$ cat config.mk
export PLATFORM = sky130hd
export DESIGN_NAME = apb_rr_master
export DESIGN_NICKNAME = d
export VERILOG_FILES = /design/src/rtl/apb_rr_master.sv
export SDC_FILE = /design/constraint.sdc
export NUM_CORES = 1
export LEC_CHECK = 0
export ABC_AREA = 1
export BUFFER_PORTS_ARGS = -buffer_cell sky130_fd_sc_hd__buf_2
export CORE_MARGIN = 4
export CORE_UTILIZATION = 24
export CTS_CLUSTER_DIAMETER = 50
export CTS_CLUSTER_SIZE = 20
export DETAILED_ROUTE_END_ITERATION = 6
export PLACE_DENSITY = 0.45
export SETUP_SLACK_MARGIN = 0.1
export SLEW_MARGIN = 10
export SYNTH_ARGS = -nofsm -noshare
export SYNTH_HDL_FRONTEND = slang
export SYNTH_SLANG_ARGS = --single-unit
$ cat constraint.sdc
create_clock -name pclk -period 3.4 [get_ports pclk]
set_clock_uncertainty 0.1 [all_clocks]
set_input_delay 0.68 -clock pclk [delete_from_list [all_inputs] [get_ports pclk]]
set_output_delay 0.68 -clock pclk [all_outputs]
set_load 0.02 [all_outputs]
$ cat src/rtl/apb_rr_master.sv
// Two-requester APB master: round-robin arbitration onto one APB completer,
// SETUP/ACCESS sequencing, pready wait states and an ACCESS timeout that
// completes the transfer with an error flag. All outputs are registered.
module apb_rr_master #(
  parameter int ADDR_W      = 8,
  parameter int DATA_W      = 32,
  parameter int TIMEOUT_CYC = 16
) (
  input  logic                  pclk,
  input  logic                  presetn,
  input  logic [1:0]            req_valid,
  input  logic [1:0]            req_write,
  input  logic [2*ADDR_W-1:0]   req_addr,
  input  logic [2*DATA_W-1:0]   req_wdata,
  output logic [1:0]            req_ack,
  output logic [DATA_W-1:0]     rsp_rdata,
  output logic                  rsp_err,
  output logic                  psel,
  output logic                  penable,
  output logic                  pwrite,
  output logic [ADDR_W-1:0]     paddr,
  output logic [DATA_W-1:0]     pwdata,
  input  logic [DATA_W-1:0]     prdata,
  input  logic                  pready
);

  // Counter only needs to reach TIMEOUT_CYC-1; a disabled timeout keeps a 1-bit stub.
  localparam int CNT_W = (TIMEOUT_CYC > 1) ? $clog2(TIMEOUT_CYC) : 1;
  localparam logic [CNT_W-1:0] CNT_LAST = CNT_W'((TIMEOUT_CYC > 0) ? TIMEOUT_CYC - 1 : 0);
  localparam bit TIMEOUT_EN = (TIMEOUT_CYC != 0);

  typedef enum logic [1:0] {IDLE, SETUP, ACCESS, DONE} state_t;

  state_t             state_q, state_nxt;
  logic               grant_q, grant_nxt;
  logic               last_grant_q, last_grant_nxt;
  logic [CNT_W-1:0]   cnt_q, cnt_nxt;
  logic               arb;
  logic [1:0]         req_ack_nxt;
  logic [DATA_W-1:0]  rsp_rdata_nxt;
  logic               rsp_err_nxt;
  logic               psel_nxt;
  logic               penable_nxt;
  logic               pwrite_nxt;
  logic [ADDR_W-1:0]  paddr_nxt;
  logic [DATA_W-1:0]  pwdata_nxt;

  // Next-state and next-output logic; completion outputs default to 0 so they pulse for one cycle.
  always_comb begin
    state_nxt      = state_q;
    grant_nxt      = grant_q;
    last_grant_nxt = last_grant_q;
    cnt_nxt        = cnt_q;
    req_ack_nxt    = 2'b00;
    rsp_rdata_nxt  = '0;
    rsp_err_nxt    = 1'b0;
    psel_nxt       = psel;
    penable_nxt    = penable;
    pwrite_nxt     = pwrite;
    paddr_nxt      = paddr;
    pwdata_nxt     = pwdata;
    // A lone requester wins outright; a tie goes to whoever did not complete last.
    arb            = (&req_valid) ? ~last_grant_q : req_valid[1];
    unique case (state_q)
      IDLE: begin
        if (|req_valid) begin
          grant_nxt  = arb;
          pwrite_nxt = req_write[arb];
          paddr_nxt  = arb ? req_addr[2*ADDR_W-1:ADDR_W]   : req_addr[ADDR_W-1:0];
          pwdata_nxt = arb ? req_wdata[2*DATA_W-1:DATA_W] : req_wdata[DATA_W-1:0];
          psel_nxt   = 1'b1;
          state_nxt  = SETUP;
        end
      end
      SETUP: begin
        penable_nxt = 1'b1;
        cnt_nxt     = '0;
        state_nxt   = ACCESS;
      end
      ACCESS: begin
        if (pready) begin
          psel_nxt              = 1'b0;
          penable_nxt           = 1'b0;
          rsp_rdata_nxt         = pwrite ? '0 : prdata;
          req_ack_nxt[grant_q]  = 1'b1;
          state_nxt             = DONE;
        end else if (TIMEOUT_EN && (cnt_q == CNT_LAST)) begin
          psel_nxt              = 1'b0;
          penable_nxt           = 1'b0;
          rsp_err_nxt           = 1'b1;
          req_ack_nxt[grant_q]  = 1'b1;
          state_nxt             = DONE;
        end else begin
          cnt_nxt = cnt_q + CNT_W'(1);
        end
      end
      DONE: begin
        last_grant_nxt = grant_q;
        state_nxt      = IDLE;
      end
      default: state_nxt = IDLE;
    endcase
  end

  // State and output registers; reset aborts any transfer without acknowledging it.
  always_ff @(posedge pclk or negedge presetn) begin
    if (!presetn) begin
      state_q      <= IDLE;
      grant_q      <= 1'b0;
      last_grant_q <= 1'b1;
      cnt_q        <= '0;
      req_ack      <= 2'b00;
      rsp_rdata    <= '0;
      rsp_err      <= 1'b0;
      psel         <= 1'b0;
      penable      <= 1'b0;
      pwrite       <= 1'b0;
      paddr        <= '0;
      pwdata       <= '0;
    end else begin
      state_q      <= state_nxt;
      grant_q      <= grant_nxt;
      last_grant_q <= last_grant_nxt;
      cnt_q        <= cnt_nxt;
      req_ack      <= req_ack_nxt;
      rsp_rdata    <= rsp_rdata_nxt;
      rsp_err      <= rsp_err_nxt;
      psel         <= psel_nxt;
      penable      <= penable_nxt;
      pwrite       <= pwrite_nxt;
      paddr        <= paddr_nxt;
      pwdata       <= pwdata_nxt;
    end
  end

endmodule

After elaboration in Yosys (flattened, before gate mapping)
Index checks and enable logic that the tools add are counted.
Word-level totals
  memory bits (writable): 0
  latch bits: 0
  register bits: 86
  memories kept: 0
  ROM bits: 0
Cells by class
  mux-type cells: 28
  add/subtract/negate cells: 1
  divide/modulo/power cells: 0
  multiply operators: 0
  $lt $le $gt $ge: 3
  reduce and logical (&&, ||, !) cells: 11
  shifts and indexed selects: 0
  bitwise gates (word level): 1
  eq/ne operators: 8
Operator list (number)
  $mux 32: 4
  $mux 2: 6
  $mux 1: 10
  $mux 4: 2
  $mux 8: 1
  $pmux 2 s4: 1
  $pmux 4 s2: 1
  $reduce_and 2->1: 4
  $ne 2x2->1 const B: 3
  $reduce_and 3->1: 2
  $add 4x1->4 const B: 1
  $eq 2x2->1 const B: 2
  $eq 4x4->1 const B: 1
  $lt 1x2->1 const B: 2
  $pmux 1 s2: 2
  $reduce_bool 2->1: 2
  $ne 3x3->1 const B: 1
  $eq 2x1->1 const B: 1
  $logic_not 2->1: 1
  $reduce_or 2->1: 1
  $demux 1 s1: 1
  $ge 1x1->1 const B: 1
  $logic_and 1x1->1: 1
  $not 1->1: 1

Longest topological paths before layout
Gate-level depths: netlist (run 1).
  depth after elaboration: 7
  depth in mapped cells: 8
  mapped depth without buffers: 8

Worst setup path before layout (run 1)
No wires, ideal clock.
  path type: input to register
  start: input req_valid[1]
  end: register paddr[0]
  path buffers: 2
  stages on the path: 6
  setup slack: 1.862 ns
  arrival time: 1.322 ns
  data required time: 3.184 ns
  cells stage by stage: buf_6 -> o21ai_4 -> inv_2 -> buf_6 -> nand2_1 -> nand2_1
On the way
  cells in the longest elaborated chain, start to end: 3
  elaborated cells on any way between the ends: 5
RTL lines
  start: declaration: line 11  | input logic [1:0] req_valid,
  $reduce_and 2->1: line 63  | arb = (&req_valid) ? ~last_grant_q : req_valid[1];
  $mux 1: line 63
  $mux 8: line 69  | paddr_nxt = arb ? req_addr[2*ADDR_W-1:ADDR_W] : req_addr[ADDR_W-1:0];
  end signal: assignment: line 131  | paddr <= paddr_nxt;
  end: declaration: line 21  | output logic [ADDR_W-1:0] paddr,
Parallel ways exist; a longest one is shown, timed or not.
A chain may end at the register's enable or synchronous reset.

Final worst setup path (run 1)
  start: register state_q[0]
  end: register rsp_rdata[18]
On the way
  cells in the longest elaborated chain, start to end: 2
RTL lines
  start: declaration: line 34  | state_t state_q, state_nxt;
  start signal: assignment: line 121  | state_q <= state_nxt;
  $eq 2x2->1: line 64  | unique case (state_q)
  $mux 32: line 64
  named net rsp_rdata_nxt[18]: line 40  | logic [DATA_W-1:0] rsp_rdata_nxt;
  end signal: assignment: line 126  | rsp_rdata <= rsp_rdata_nxt;
  end: declaration: line 16  | output logic [DATA_W-1:0] rsp_rdata,
The timed path passes the listed nets, and every way through them passes these cells.

==> impl_metrics.toml, run 1 <==
[drt]
routed_wl_um = 11700
num_vias = 3642
drtIter0Drc = 117
drc = 0
routedWlPerCell_um = 13.0
first_pass_iters = 6
routed_via_density = 4.06
ant_nets = 0

[run]
maxCapViolCount = 0

[worst_setup_path]
cpPeakStageDelay_ns = 0.65
crit_required_ns = 3.53
critPathArrivalTime_ns = 2.21
r2r_start = "state_q[0]"
critPathKind = "reg -> reg"
crit_path_start_kind = "register"
crit_chain = "inv_1 -> ha_1 -> nand2_1 -> nor2_1"
endpoint_kind = "register"
slowest_stage = "nand2_1"
startpoint = "state_q[0]"
path_max_fanout = 32

[outcome]
outcome = "complete, no violations"

[clock_network]
cts_resized = 0
htree_levels = 3
cts_tree = "yes"
cts_made_buffers = 9
clockBufferDepth = 2
cts_hold_buf = 0
clk_latency_ns = 0.33
cts.clk_slew.worst_paths_ns = 0.06
cts.sinks = 86
post_cts.repair.setup_buffers = 0
cts_root_buffer = "clkbuf_16"

[placement]
place_inst = 882
port_buffers = 196
hpwl_um = 8650
dp_slack_ns = 1.03
globalplace.congestion = 0.785

[sta]
setup_ws_ns = 1.32
hold_viol_final = 0
setup-violations-final = 0
slew_headroom_pct = 31.1
final-max-slew-violation-count = 0
tightest_slew_ns = 1.03
layout_min_cycle_time_ns = 2.08
rsz0062_at_grt = "false"
finalSetupTns_ns = 0
fmax_ghz = 0.480
period_share_pct = 61.3

[finish]
drive_above_1_share_pct = 32.6
n_fill_cell = 1746
final_util_pct = 33.3
final_common_cell = "nand2_1"
instances_no_fill = 898
area_growth_pct = 35.4
mostFrequentLayoutCells = "233 x nand2_1, 195 x buf_2, 85 x dfrtp_1"
diodes = 0
layout.nets = 802

[floorplanning]
die_w_um = 136
io_pins = 197
core.rowCount = 46
coreArea_mm2 = 0.0159
fp.dieH_um = 136
start_util_pct = 24.6
dieArea_mm2 = 0.0184

[global_route]
grt_pass1_wl_um = 18400
grt_usage_pct = 12.7
grt_pass1_vias = 3682
grt_max_degree = 43
antenna_found_initial = 1
grt-ovfl-total = 0

[synthesis]
synth_area_mm2 = 0.00392
synth_seq_cells = 86
yosysSeqAreaShare_pct = 54.9
synth_nets = 615
synth_area_per_cell_um2 = 8.00
synth_cells = 490
yosysUniqueCellTypes = 21
synth_warnings = 0

[pwr]
vdd_ir_drop_max_mv = 0.268
p_comb_share_pct = 41.2
p_int_mw = 2.42
netSwitchingFraction_pct = 41.6
power.total_mw = 4.15
p_switching_mw = 1.72
pwr-share-seq_pct = 36.9
p_leak_nw = 3.27
pwr-share-clk_pct = 21.8
p_per_area_mw_per_mm2 = 781

[min_path]
hp-class = "in -> async"
==> layout make-up <==
class / count / area [um2] / area share, %
clock buffers: 13 / 250 / 4.72
clock inverters: 3 / 20.0 / 0.377
inverters: 39 / 146 / 2.76
multi-input cells: 340 / 1440 / 27.2
flip-flops and latches: 86 / 2150 / 40.6
well taps: 216 / 270 / 5.09
repair buffers: 201 / 1020 / 19.2
==> cells in the mapped netlist <==
library cell | number | area [um2]
buf_2 | 14 | 70.1
inv_1 | 38 | 143
inv_2 | 1 | 3.75
and2_1 | 1 | 6.26
nor2_1 | 36 | 135
buf_4 | 1 | 7.51
nand4_1 | 3 | 18.8
mux2_2 | 1 | 11.3
buf_6 | 8 | 90.1
dfstp_2 | 1 | 26.3
nand2_1 | 233 | 875
nand3_1 | 49 | 245
nand2_4 | 1 | 11.3
or2_2 | 2 | 12.5
nand2_2 | 1 | 6.26
and3_1 | 1 | 6.26
dfrtp_1 | 85 | 2130
o21ai_4 | 1 | 16.3
ha_1 | 6 | 75.1
clkbuf_1 | 2 | 7.51
o21ai_0 | 5 | 25.0
==> critical path, delay by kind of cell (launching register included) <==
kind          cells  cell delay [ns]
fa+ha+maj         1             0.35
buf+inv           1             0.13
flops             1             0.40
simple gates      2             0.98
==> worst paths after layout <==
check | slack, ns | cells after the start | to
min in group pclk | 0.37 | 2 | pwdata[6]
max reg2reg | 1.32 | 4 | rsp_rdata[18]
min | 0.21 | 1 | pwdata[30]
min reg2reg | 0.37 | 2 | pwdata[6]
max | 1.32 | 4 | rsp_rdata[18]
max in group asynchronous | 2.18 | 2 | last_grant_q
==> kinds of logic (layout without fill, tap and decap cells) <==
logic type               after synthesis  in the layout  share of synthesized area [%]
AO/OA/AOI/OAI                          6              6                           1.05
adder cells (fa/ha/maj)                6              6                           1.92
buffers and inverters                 64            256                           8.21
flip-flops                            86             86                           54.9
multiplexers                           1              1                          0.287
AND/OR/NAND/NOR                      327            327                           33.6
==> stage by stage <==
stage	area (um2)	hold WS, ns
2_1_floorplan	3920	0.284
3_3_place_gp	5030	0.356
3_5_place_dp	5030	0.360
4_1_cts	5310	0.232
5_1_grt	5310	0.258
6_report	5310	0.212
==> state kept, by name, indices dropped and copies added (netlist names) <==
register / cells
paddr: 8
rsp_rdata: 32
rsp_err: 1
last_grant_q: 1
state_q: 2
grant_q: 1
pwrite: 1
penable: 1
psel: 1
pwdata: 32
req_ack: 2
cnt_q: 4
==> metal layers <==
layer / part of all wire [%] / vias up / track usage, %
met5: 0.15 / - / 0
met4: 1.4 / 2 / 4.54
met3: 15 / 13 / 6.72
met2: 40 / 165 / 18.6
met1: 44 / 1601 / 15.9
li1: - / 1861 / -
==> power groups by stage <==
stage	logic [mW]	clock network (mW)	registers, mW
after floorplan	0.816	0	1.89
after global placement	1.73	0	1.54
after detailed placement	1.75	0	1.55
after CTS	1.75	0.947	1.53
after global routing	1.93	0.989	1.57
final	1.71	0.905	1.53
Power figures use the tool's default switching activity.
==> inputs of run 2 (changes only) <==
- clock period: 3.4 -> 2.15 ns (I/O delays scaled with it)
==> run 2 against run 1 <==
Effect of this change:
- final cell count grew 0.45%
- utilization grew 0.32 points
- worst setup slack lost 0.85 ns
- combinational power grew 60%
- register-to-register slack lost 0.85 ns
- die area is the same
- sequential share of layout area shrank 0.39 points
- first-iteration DRC count grew 52%
- clock power grew 58%
- total power grew 59%
==> impl_metrics.toml, run 2 (same netlist as run 1, synthesis figures left out) <==
[floorplanning]
fp.dieH_um = 136
io_pins = 197
dieArea_mm2 = 0.0184
die_w_um = 136
core.rowCount = 46
start_util_pct = 24.6
coreArea_mm2 = 0.0159

[worst_setup_path]
crit_required_ns = 2.32
r2r_end = "pwdata[23]"
critPathArrivalTime_ns = 1.85
crit_buf_inv = 2
rr_worst_depth = 6
cp_num_cells = 6
cpPeakStageDelay_ns = 0.41
endpoint_kind = "register"
crit_chain = "inv_1 -> ha_1 -> o21ai_4 -> buf_4 -> nand2_1 -> nand2_1"
critPathKind = "reg -> reg"
path_common_cell = "nand2_1"
slowest_stage = "buf_4"
path_max_fanout = 34
rrSetupSlack_ns = 0.47
crit_path_start_kind = "register"
cp_top_family = "buffers and inverters"
r2r_start = "state_q[0]"

[drt]
routed_wl_um = 11900
drc = 0
num_vias = 3694
ant_nets = 0
routed_via_density = 4.10
routedWlPerCell_um = 13.2
drtIter0Drc = 178
first_pass_iters = 4

[finish]
seq_area_mm2 = 0.00215
area_growth_pct = 36.7
final_common_cell = "nand2_1"
drive_above_1_share_pct = 32.8
layout.nets = 805
reg_top3 = "pwdata (32), rsp_rdata (32), paddr (8)"
mostFrequentLayoutCells = "233 x nand2_1, 195 x buf_2, 85 x dfrtp_1"
multi_input_area_mm2 = 0.00144
n_fill_cell = 1753

[placement]
port_buffers = 196
hpwl_um = 8910
globalplace.congestion = 0.766
dp_slack_ns = 0.424

[sta]
finalSetupTns_ns = 0
rsz0062_at_grt = "false"
fmax_ghz = 0.595
layout_min_cycle_time_ns = 1.68
period_share_pct = 78.2
setup_ws_ns = 0.469
hold_viol_final = 0
slew_headroom_pct = 68.1
setup-violations-final = 0
final-max-slew-violation-count = 0
tightest_slew_ns = 0.478

[pwr]
pwr-share-seq_pct = 36.8
vdd_ir_drop_max_mv = 0.447
p_switching_mw = 2.73
pwr-share-clk_pct = 21.6
p_int_mw = 3.87
p_comb_share_pct = 41.6
p_leak_nw = 3.30
p_per_area_mw_per_mm2 = 1230
netSwitchingFraction_pct = 41.4

[clock_network]
clk_latency_ns = 0.33
htree_levels = 3
cts.sinks = 86
cts_root_buffer = "clkbuf_16"
cts_made_buffers = 9
cts.clk_slew.worst_paths_ns = 0.06
cts_tree = "yes"
clockBufferDepth = 2

[min_path]
hp-class = "in -> reg"
holdPathEnd = "rsp_err"
hp-start = "pready"
whs_path_depth = 2

[run]
maxCapViolCount = 0

[outcome]
outcome = "complete, no violations"

[global_route]
grt_max_degree = 53
grt_usage_pct = 12.9
grt-ovfl-total = 0
antenna_found_initial = 1
grt_pass1_wl_um = 18700
grt_pass1_vias = 3726
run 2: worst max-delay path by stage:
| stage | start | endpoint | slack (ns) |
|---|---|---|---|
| after global placement | req_valid[1] | pwdata[6] | 0.47 |
| after CTS | state_q[1] | pwdata[0] | 0.43 |
| final | state_q[0] | pwdata[23] | 0.47 |
| after detailed placement | req_valid[1] | pwdata[0] | 0.42 |
| after floorplan | state_q[0] | state_q[0] | 0.77 |
| after global routing | state_q[1] | pwdata[24] | 0.30 |
run 2: area by class of cell:
class	instances	share of cell area, %
clock buffers	12	4.60
inverters	39	2.73
repair buffers	204	20.0
multi-input cells	340	27.0
flip-flops and latches	86	40.2
well taps	216	5.05
clock inverters	4	0.420
diodes	1	0.0467
run 2: metal layers:
metal | vias up | wire length (um) | GRT usage (%)
met3 | 15 | 1400 | 5.46
met2 | 164 | 5080 | 19.6
li1 | 1867 | - | -
met1 | 1648 | 5230 | 16.4
met4 | 0 | 223 | 4.98
met5 | - | 0 | 0
run 2: per-stage QoR:
stage | hold WS [ns] | std cells | area, um2 | power (mW) | utilization [%]
2_1_floorplan | 0.0344 | 490 | 3920 | 4.28 | -
3_3_place_gp | 0.321 | 884 | 5070 | 5.23 | 31.8
3_5_place_dp | 0.325 | 884 | 5070 | 5.27 | 31.8
4_1_cts | 0.168 | 901 | 5350 | 6.76 | 33.6
5_1_grt | 0.175 | 902 | 5360 | 7.17 | 33.6
6_report | 0.179 | 902 | 5360 | 6.60 | 33.6
run 2: power by group through the flow:
stage,sequential (mW),clock (mW),combinational (mW)
floorplan,2.99,0,1.29
finish,2.43,1.43,2.74
detailed placement,2.46,0,2.81
CTS,2.44,1.50,2.82
global placement,2.45,0,2.78
global route,2.51,1.57,3.09
run 2: what timing repair did:
item / 4_1_cts / 5_1_grt
hold buffers: 1 / 0
endpoints found under the hold margin: 33 / 0
buffers inserted: 0 / 0
gates resized for setup: 0 / 0
==> inputs of run 3 (changes only) <==
- PLACE_DENSITY: 0.45 -> 0.46
- clock period: 2.15 -> 1.49 ns (I/O delays scaled with it)
==> run 3 against run 2 <==
Effect of this change:
- utilization increased by 3.6 points
- final cell count grew 2.3%
- fmax up 19%
- critical path type unchanged
- largest power group unchanged
==> impl_metrics.toml, run 3 (same netlist as run 1, synthesis figures left out) <==
[sta]
final-max-slew-violation-count = 0
hold_viol_final = 0
period_share_pct = 94.6
tightest_slew_ns = 0.228
finalSetupTns_ns = 0
rsz0062_at_grt = "true"
layout_min_cycle_time_ns = 1.41
holdWs_ns = 0.0367
fmax_ghz = 0.709
setup-violations-final = 0
setup_ws_ns = 0.0800
slew_headroom_pct = 84.8

[worst_setup_path]
cp_top_family = "flip-flops"
rr_worst_depth = 7
path_max_fanout = 8
path_common_cell = "nand2_1"
crit_chain = "inv_2 -> ha_4 -> o21ai_4 -> buf_8 -> clkbuf_16 -> nand2_1 -> nand2_1"
crit_path_start_kind = "register"
crit_buf_inv = 3
cpPeakStageDelay_ns = 0.45
crit_required_ns = 1.62
critPathKind = "reg -> reg"
endpoint_kind = "register"
cp_num_cells = 7
critPathArrivalTime_ns = 1.54
slowest_stage = "dfrtp_2"

[drt]
num_vias = 3887
drc = 0
routedWlPerCell_um = 14.1
routed_via_density = 4.21
first_pass_iters = 4
routed_wl_um = 13000
drtIter0Drc = 163
ant_nets = 0

[floorplanning]
fp.dieH_um = 136
start_util_pct = 24.6
dieArea_mm2 = 0.0184
coreArea_mm2 = 0.0159
io_pins = 197
core.rowCount = 46
die_w_um = 136

[pwr]
pwr-share-seq_pct = 32.7
pwr-share-clk_pct = 20.4
p_switching_mw = 4.47
power.total_mw = 11.0
netSwitchingFraction_pct = 40.8
p_comb_share_pct = 46.9
vdd_ir_drop_max_mv = 0.626
p_int_mw = 6.49
p_leak_nw = 3.53
p_per_area_mw_per_mm2 = 1850

[placement]
port_buffers = 196
hpwl_um = 9060
dp_slack_ns = -0.0797
globalplace.congestion = 0.784
place_inst = 895

[clock_network]
cts_tree = "yes"
cts.clk_slew.worst_paths_ns = 0.06
clk_latency_ns = 0.34
cts.sinks = 86
cts_root_buffer = "clkbuf_16"
cts_made_buffers = 9
htree_levels = 3
clockBufferDepth = 2

[min_path]
hp-class = "in -> reg"
whs_path_depth = 2

[global_route]
grt-ovfl-total = 0
grt_usage_pct = 13.4
antenna_found_initial = 0
grt_max_degree = 42
grt_pass1_wl_um = 19400
grt_pass1_vias = 3919

[finish]
drive_above_1_share_pct = 40.3
final_common_cell = "nand2_1"
diodes = 0
mostFrequentLayoutCells = "205 x nand2_1, 195 x buf_2, 84 x dfrtp_1"
layout.nets = 827
area_growth_pct = 51.3
reg_top3 = "pwdata (32), rsp_rdata (32), paddr (8)"
instances_no_fill = 923

[run]
maxCapViolCount = 0

[outcome]
outcome = "complete, no violations"
-- run 3: cell types whose count changed in the layout (fill, tap and decap cells not counted), sizes merged --
cell      previous run  this run
buf                203       221
clkbuf              12        14
clkinvlp             1         0
bufinv               0         1
clkinv               3         5
diode                1         0
-- run 3: path summary, 6_finish.rpt --
check                           start            to  slack, ns
max in group asynchronous     presetn  last_grant_q       0.53
min in group asynchronous     presetn    pwdata[24]       0.25
hold reg to reg               penable       penable       0.38
hold / removal                 pready       rsp_err       0.04
setup reg to reg           state_q[1]    pwdata[16]       0.08
setup / recovery           state_q[1]    pwdata[16]       0.08
-- run 3: what timing repair did --
action,4_1_cts,5_1_grt
resized for setup,13,53
setup buffers,2,3
gates cloned,1,5
endpoints found under the hold margin,85,0
pin swaps,1,12
hold buffers,1,0
endpoints found under the setup margin,82,83
-- run 3: power by group through the flow --
stage	sequential (mW)	clock (mW)	combinational, mW
after global routing	3.67	2.43	5.67
after detailed placement	3.53	0	4.27
final	3.58	2.24	5.14
after CTS	3.51	2.32	4.55
after global placement	3.54	0	4.21
after floorplan	4.31	0	1.86
-- run 3: per-layer routing --
| metal | vias up | GRT usage (%) | share of wire (%) |
|---|---|---|---|
| li1 | 1915 | - | - |
| met1 | 1797 | 16.4 | 42 |
| met2 | 164 | 21.0 | 45 |
| met3 | 11 | 5.46 | 11 |
| met4 | 0 | 5.10 | 1.5 |
| met5 | - | 0 | 0 |
-- run 3: through the flow --
stage | util, % | instance area [um2]
6_report | 37.2 | 5930
2_1_floorplan | - | 3920
3_3_place_gp | 32.8 | 5230
3_5_place_dp | 32.8 | 5230
5_1_grt | 37.2 | 5930
4_1_cts | 35.3 | 5620
-- run 3: area by class of cell --
| class | instances | area (um2) |
|---|---|---|
| fillers | 1689 | 10000 |
| clock inverters | 6 | 62.6 |
| multi-input cells | 340 | 1620 |
| clock buffers | 10 | 229 |
| well taps | 216 | 270 |
| repair buffers | 226 | 1440 |
| flip-flops and latches | 86 | 2150 |
| inverters | 39 | 151 |
